--- config.mk ---
export PLATFORM = sky130hd
export DESIGN_NAME = ccg_vector_sequencer
export DESIGN_NICKNAME = d
export VERILOG_FILES = /design/src/rtl/ccg_vector_sequencer.sv
export SDC_FILE = /design/constraint.sdc
export NUM_CORES = 1
export LEC_CHECK = 0
export BUFFER_PORTS_ARGS = -buffer_cell sky130_fd_sc_hd__buf_2
export CAP_MARGIN = 20
export CORE_AREA = 2 2 62 64
export DETAILED_ROUTE_END_ITERATION = 7
export DIE_AREA = 0 0 64 66
export GPL_TIMING_DRIVEN = 0
export PLACE_DENSITY = 0.78
export SETUP_SLACK_MARGIN = 0.4
export SLEW_MARGIN = 10
export SYNTH_ARGS = -nofsm -noshare
export SYNTH_HDL_FRONTEND = slang
export SYNTH_SLANG_ARGS = --single-unit
--- constraint.sdc ---
create_clock -name clk -period 1.65 [get_ports clk]
set_input_delay 0.0825 -clock clk [delete_from_list [all_inputs] [get_ports clk]]
set_output_delay 0.0825 -clock clk [all_outputs]
set_load 0.01 [all_outputs]
--- src/rtl/ccg_vector_sequencer.sv ---
// Exhaustive ascending input sweep for a combinational CUT, streaming (vector, response) pairs over valid/ready.
// Optional feature macro CCG_MISR_EN: compacts accepted responses into a MISR signature on sig.
module ccg_vector_sequencer #(
    parameter int               N_IN          = 6,
    parameter int               N_OUT         = 18,
    parameter int               SETTLE_CYCLES = 2,
    parameter logic [N_OUT-1:0] MISR_POLY     = 18'h00081
) (
    input  logic             clk,
    input  logic             rst,
    input  logic             start,
    output logic             busy,
    output logic             done,
    output logic [N_IN-1:0]  cut_in,
    input  logic [N_OUT-1:0] cut_out,
    output logic             cap_valid,
    input  logic             cap_ready,
    output logic [N_IN-1:0]  cap_vec,
    output logic [N_OUT-1:0] cap_resp,
    output logic [N_OUT-1:0] sig,
    output logic [1:0]       dbg_state
);

    localparam int CNT_W = (SETTLE_CYCLES > 1) ? $clog2(SETTLE_CYCLES) : 1;
    localparam logic [CNT_W-1:0] SETTLE_RELOAD = CNT_W'(SETTLE_CYCLES - 1);

    typedef enum logic [1:0] {
        ST_IDLE    = 2'd0,
        ST_SETTLE  = 2'd1,
        ST_CAPTURE = 2'd2,
        ST_FINISH  = 2'd3
    } state_t;

    if (SETTLE_CYCLES < 1 || MISR_POLY == '0) begin : g_bad_params
        $error("ccg_vector_sequencer: SETTLE_CYCLES must be >= 1 and MISR_POLY must be nonzero");
    end

    state_t            r_state;
    logic [CNT_W-1:0]  r_settle_cnt;
    logic [N_IN-1:0]   r_cut_in;
    logic              r_busy;
    logic              r_done;
    logic              r_cap_valid;
    logic [N_IN-1:0]   r_cap_vec;
    logic [N_OUT-1:0]  r_cap_resp;

    logic w_start_ok;
    logic w_accept;
    logic w_last_vec;

    // Capture handshake: a pair transfers on a rising edge where cap_valid && cap_ready.
    // Once raised, cap_valid/cap_vec/cap_resp hold until that transfer; cap_ready may toggle freely.
    assign w_start_ok = (r_state == ST_IDLE) && start;
    assign w_accept   = (r_state == ST_CAPTURE) && r_cap_valid && cap_ready;
    assign w_last_vec = (r_cut_in == {N_IN{1'b1}});

    always_ff @(posedge clk) begin
        if (rst) begin
            r_state      <= ST_IDLE;
            r_settle_cnt <= '0;
            r_cut_in     <= '0;
            r_busy       <= 1'b0;
            r_done       <= 1'b0;
            r_cap_valid  <= 1'b0;
            r_cap_vec    <= '0;
            r_cap_resp   <= '0;
        end else begin
            r_done <= 1'b0;
            case (r_state)
                ST_IDLE: begin
                    if (start) begin
                        r_cut_in     <= '0;
                        r_settle_cnt <= SETTLE_RELOAD;
                        r_busy       <= 1'b1;
                        r_state      <= ST_SETTLE;
                    end
                end
                ST_SETTLE: begin
                    // Counter reaches 0 exactly SETTLE_CYCLES edges after cut_in last changed.
                    if (r_settle_cnt == '0) begin
                        r_cap_resp  <= cut_out;
                        r_cap_vec   <= r_cut_in;
                        r_cap_valid <= 1'b1;
                        r_state     <= ST_CAPTURE;
                    end else begin
                        r_settle_cnt <= r_settle_cnt - 1'b1;
                    end
                end
                ST_CAPTURE: begin
                    if (w_accept) begin
                        r_cap_valid <= 1'b0;
                        if (w_last_vec) begin
                            r_state <= ST_FINISH;
                        end else begin
                            r_cut_in     <= r_cut_in + 1'b1;
                            r_settle_cnt <= SETTLE_RELOAD;
                            r_state      <= ST_SETTLE;
                        end
                    end
                end
                ST_FINISH: begin
                    r_done  <= 1'b1;
                    r_busy  <= 1'b0;
                    r_state <= ST_IDLE;
                end
                default: begin
                    r_state <= ST_IDLE;
                end
            endcase
        end
    end

`ifdef CCG_MISR_EN
    logic [N_OUT-1:0] r_sig;
    logic [N_OUT-1:0] w_sig_next;

    always_comb begin
        w_sig_next = {r_sig[N_OUT-2:0], 1'b0} ^ r_cap_resp;
        if (r_sig[N_OUT-1]) begin
            w_sig_next = w_sig_next ^ MISR_POLY;
        end
    end

    // Signature clears on an accepted start and holds after the sweep for readout.
    always_ff @(posedge clk) begin
        if (rst) begin
            r_sig <= '0;
        end else if (w_start_ok) begin
            r_sig <= '0;
        end else if (w_accept) begin
            r_sig <= w_sig_next;
        end
    end

    assign sig = r_sig;
`else
    assign sig = '0;
`endif

    assign busy      = r_busy;
    assign done      = r_done;
    assign cut_in    = r_cut_in;
    assign cap_valid = r_cap_valid;
    assign cap_vec   = r_cap_vec;
    assign cap_resp  = r_cap_resp;
    assign dbg_state = r_state;

    a_cap_hold: assert property (@(posedge clk) disable iff (rst)
        (cap_valid && !cap_ready) |=> (cap_valid && $stable(cap_vec) && $stable(cap_resp)));

    a_done_not_busy: assert property (@(posedge clk) disable iff (rst) done |-> !busy);

endmodule

# Word-level counts from Yosys, hierarchy flattened
# Index checks and enable logic that the tools add are counted.
[word_totals]
regBits = 36
input_bits = 22
word_cells = 51
[classes]
add_sub_neg = 2
eq_ne = 8
mux = 19
bitwise = 1
reduce_logical = 13
[op_table]
columns = ["operator", "n"]
rows = [
  ["two-way mux 6 bit", 3],
  ["one-hot mux 6 bit (2 select lines)", 1],
  ["two-way mux 2 bit", 4],
  ["!= test 2 bit (second input constant)", 4],
  ["one-hot mux 2 bit (4 select lines)", 1],
  ["AND reduction 4 bit", 2],
  ["two-way mux 1 bit", 7],
  ["adder 6 x 1 -> 6 bit (second input constant)", 1],
  ["== test 6 bit (second input constant)", 1],
  ["AND reduction 3 bit", 2],
  ["nonzero test 2 bit", 3],
  ["== test 2 bit (second input constant)", 2],
  ["one-hot mux 1 bit (2 select lines)", 2],
  ["AND reduction 2 bit", 2],
  ["one-hot mux 1 bit (3 select lines)", 1],
  ["nonzero test 3 bit", 1],
  ["== test 2 x 1 -> 1 bit (second input constant)", 1],
  ["logical AND 1 bit", 2],
  ["zero test 2 bit", 1],
  ["inverter 1 bit", 1],
  ["subtractor 1 bit (second input constant)", 1],
]

# Logic depth before layout (Yosys ltp)
[logic_depth]
ltp_word = 5
mapped_depth = 6
ltp_nobuf = 5

# Least setup slack after synthesis
# OpenSTA, ideal clock, no wires.
[synth_path]
kind = "register to register"
startpoint = "register r_cut_in[0], in the netlist cut_in[0]"
endpoint = "register r_cut_in[2], in the netlist cut_in[2]"
t_arrival_ps = 1346
setup_slack_ps = 213
stages_incl_launch_ff = 6
n_path_buf = 0
path_cell_list = "dfxtp_1 ha_1 nand3_4 o21ai_4 a21oi_2 a311oi_1"
[synth_between]
elab_chain_len = 4
word_cells_on_any_way = 7
classes_between = "add/sub (1); eq/ne (2); mux (3); reduce/logical (1)"
[synth_rtl]
columns = ["element", "line_no", "rtl"]
rows = [
  ["from (decl)", "40", "logic [N_IN-1:0] r_cut_in;"],
  ["from (signal assigned)", "95", "r_cut_in <= r_cut_in + 1'b1;"],
  ["adder 6 x 1 -> 6 bit", "95", ""],
  ["two-way mux 6 bit", "92", "if (w_last_vec) begin"],
  ["two-way mux 6 bit", "90", "if (w_accept) begin"],
  ["one-hot mux 6 bit (2 select lines)", "69", "case (r_state)"],
]
# Parallel ways exist; a longest one is shown, timed or not. The select of a mux whose other input is x is not followed.
# A chain may end at the register's enable or synchronous reset.

# Final worst setup path
[layout_path]
startpoint = "register r_cut_in[0], in the netlist cut_in[0]"
endpoint = "register r_cut_in[5], in the netlist cut_in[5]"
# Same word-level chain as after synthesis.

==> out/metrics.yaml <==
pwr:
  powerDensity_nw_per_um2: 786
  leakagePower_nw: 1.13
  total_power_w: 0.00194
  ir_worst_vdd_uv: 552
detailed_routing:
  viasPerCell: 4.68
  wl_per_cell_microns: 11.1
  drc: 0
  drtIter0Drc: 57
  ant_nets: 0
  dr.pass1.iters: 4
  wl_mm: 3.92
  vias: 1651
setup_path:
  worst_r2r_path_depth: 5
  crit_slowest_cell: "dfxtp_4"
  crit_path_cell_trace: "ha_4 -> nand3_4 -> o21ai_4 -> a21oi_2 -> a311oi_1"
  worstSetupStartpointType: "flop"
  slowest_delay_ns: 0.38
  regToRegStartpoint: "cut_in[0]$_SDFFE_PP0P_"
  crit_path_end_kind: "flop"
  timing.reg2reg.setup_slack_ns: 0.37
  critPathMaxFanout: 6
  crit_type: "reg2reg"
  crit_arrival_ns: 1.53
  path_buf_inv: 0
  r2r-end: "cut_in[5]$_SDFFE_PP0P_"
  critPathRequiredTime_ns: 1.90
  path_delay_family: "compound AO/OA/AOI/OAI gates"
hold_path:
  hold_end: "cap_valid$_SDFFE_PP0P_"
  hp-start: "cap_ready"
  hold_class: "in2reg"
  hold_depth: 4
die:
  core_region_area_sq_um: 3550
  io_pins: 75
  core.rowCount: 22
  fp.dieW_microns: 64
  die_h_microns: 66
  initial_utilization: 0.450
  die_area_sq_um: 4220
global_routing:
  grt_pass1_wl_mm: 6.01
  antenna_found_initial: 0
  grt_use_total: 0.182
  grt_overflow: 0
  grt_pass1_vias: 1411
  grt_start_max_net_pins: 13
place:
  dpl_cell_area_sq_um: 2030
  hpwl_mm: 2.55
  port_buffers: 55
  gp_congestion: 0.763
  place_ws_ns: 0.279
clocking:
  cts_tree: "yes"
  cts.sinks: 36
  root_buffer: "clkbuf_4"
  cts_max_level: 2
  clk_latency_ns: 0.35
  path_clk_slew_ns: 0.12
  cts_made_buffers: 5
  clockBufferDepth: 2
timing:
  fin_crit_ns: 1.28
  whs_ns: 0.108
  hold_viol: 0
  finalClockSkew_ns: 0.0150
  fin_ws_ns: 0.370
  min_period_over_period: 0.776
  max_freq_mhz: 781
  final-setup-viol-count: 0
  rsz0062_at_grt: "yes"
  final_max_slew_viol_count: 0
  final.setup.tns_ns: 0
yosys:
  ys_ff_latch: 36
  ys_types: 36
  synth_edf_count: 0
  syn_area_sq_um: 1600
  ys_seq_area_frac: 0.451
  syn_inst: 199
  synth_ff_type: "dfxtp_1"
  syn_avg_cell_area_sq_um: 8.04
  yosysWarningCount: 0
  synth-async-reset-ratio: 0
layout:
  syn_to_final_growth_pct: 53.9
  fill_cells: 305
  drive_above_1_share: 0.413
  diodes: 0
  multi_input_area_sq_um: 818
  regArea_sq_um: 741
  fin_area_sq_um: 2460
  nets: 327
status:
  status: "finished clean"
job:
  maxCapViolations: 0
-- logic make-up (layout without fill, tap and decap cells) --
kind of cell | count (synthesis) | in the layout | share of synthesized area
buf+inv | 32 | 121 | 0.123
mux | 2 | 2 | 0.0125
flops | 36 | 36 | 0.451
fa+ha+maj | 1 | 1 | 0.00782
compound gates | 46 | 46 | 0.172
other cells | 1 | 18 | 0.00235
simple gates | 81 | 81 | 0.232
-- layer usage --
metal,vias up,GRT usage,part of all wire
met2,62,0.326,0.50
met4,0,0.0788,0.017
met1,740,0.207,0.42
met5,-,0,0
met3,9,0.0426,0.058
li1,840,-,-
-- state kept, by name, indices dropped and copies added, names as in the netlist --
signal        flops
cap_resp         18
cap_vec           6
cut_in            6
dbg_state         2
busy              1
cap_valid         1
done              1
r_settle_cnt      1
-- worst max path at each step --
| stage | start | endpoint | slack [ns] | cells past startpoint |
|---|---|---|---|---|
| 2_1_floorplan | cut_in[0]$_SDFFE_PP0P_ | cut_in[2]$_SDFFE_PP0P_ | 0.39 | 5 |
| 3_3_place_gp | cut_in[0]$_SDFFE_PP0P_ | cut_in[2]$_SDFFE_PP0P_ | 0.29 | 5 |
| 3_5_place_dp | cut_in[0]$_SDFFE_PP0P_ | cut_in[2]$_SDFFE_PP0P_ | 0.28 | 5 |
| 4_1_cts | cut_in[1]$_SDFFE_PP0P_ | cut_in[5]$_SDFFE_PP0P_ | 0.36 | 5 |
| 5_1_grt | dbg_state[1]$_SDFFE_PP0P_ | cap_resp[13]$_SDFFE_PP0P_ | 0.29 | 5 |
| 6_report | cut_in[0]$_SDFFE_PP0P_ | cut_in[5]$_SDFFE_PP0P_ | 0.37 | 5 |
-- worst reg2reg max path: cells and delay by family (launching register included) --
kind / cells / cell delay (ns)
DFF: 1 / 0.38
AOI/OAI and AO/OA: 3 / 0.57
adders and majority gates: 1 / 0.14
and+or+nand+nor: 1 / 0.08
-- power by group --
group          total (W)  switching, W  internal, W
Clock           0.000619      0.000303     0.000316
Combinational   0.000379      0.000188     0.000191
Sequential      0.000937     0.0000309     0.000906
Total            0.00194      0.000522      0.00141
-- metrics by stage --
step | cells | util
floorplan | 216 | -
global placement | 319 | 0.571
detailed placement | 319 | 0.571
CTS | 352 | 0.669
global route | 353 | 0.693
finish | 353 | 0.693
-- cell usage after synthesis, drive strengths merged (3+ instances only) --
cell,instances,share of area
nor2,9,0.023
o21ai,4,0.020
clkbuf,4,0.0094
a21oi,31,0.099
buf,26,0.11
nor2b,3,0.012
a31oi,3,0.012
nand2,54,0.13
dfxtp,36,0.45
and3,3,0.013
nand2b,3,0.012
nand3,3,0.017
-- placed cells by master (no fill, tap or decap), drive strengths merged, types with 2 or more instances in the layout --
master       instances
buf                 88
nand2               54
dfxtp               36
a21oi               31
conb                18
dlygate4sd3         18
clkbuf              10
nor2                 9
o21ai                4
a31oi                3
nor2b                3
nand2b               3
and3                 3
nand3                3
a311oi               2
o211ai               2
inv                  2
mux2i                2
-- layout make-up --
class,count,share of cell area
Multi-Input combinational cell,148,0.332
Clock buffer,5,0.0153
Sequential cell,36,0.301
Timing Repair Buffer,81,0.217
Clock inverter,3,0.0173
Inverter,2,0.00305
Buffer,30,0.0900
Tap cell,48,0.0244
-- what timing repair did --
item	CTS	global route
setup endpoints to repair	28	29
gates resized for setup	15	22
setup buffers	7	0
hold endpoints to repair	18	0
pin swaps	6	10
cloned	0	1
hold buffers	18	0
Note: power is estimated with default switching activity, not from simulation.
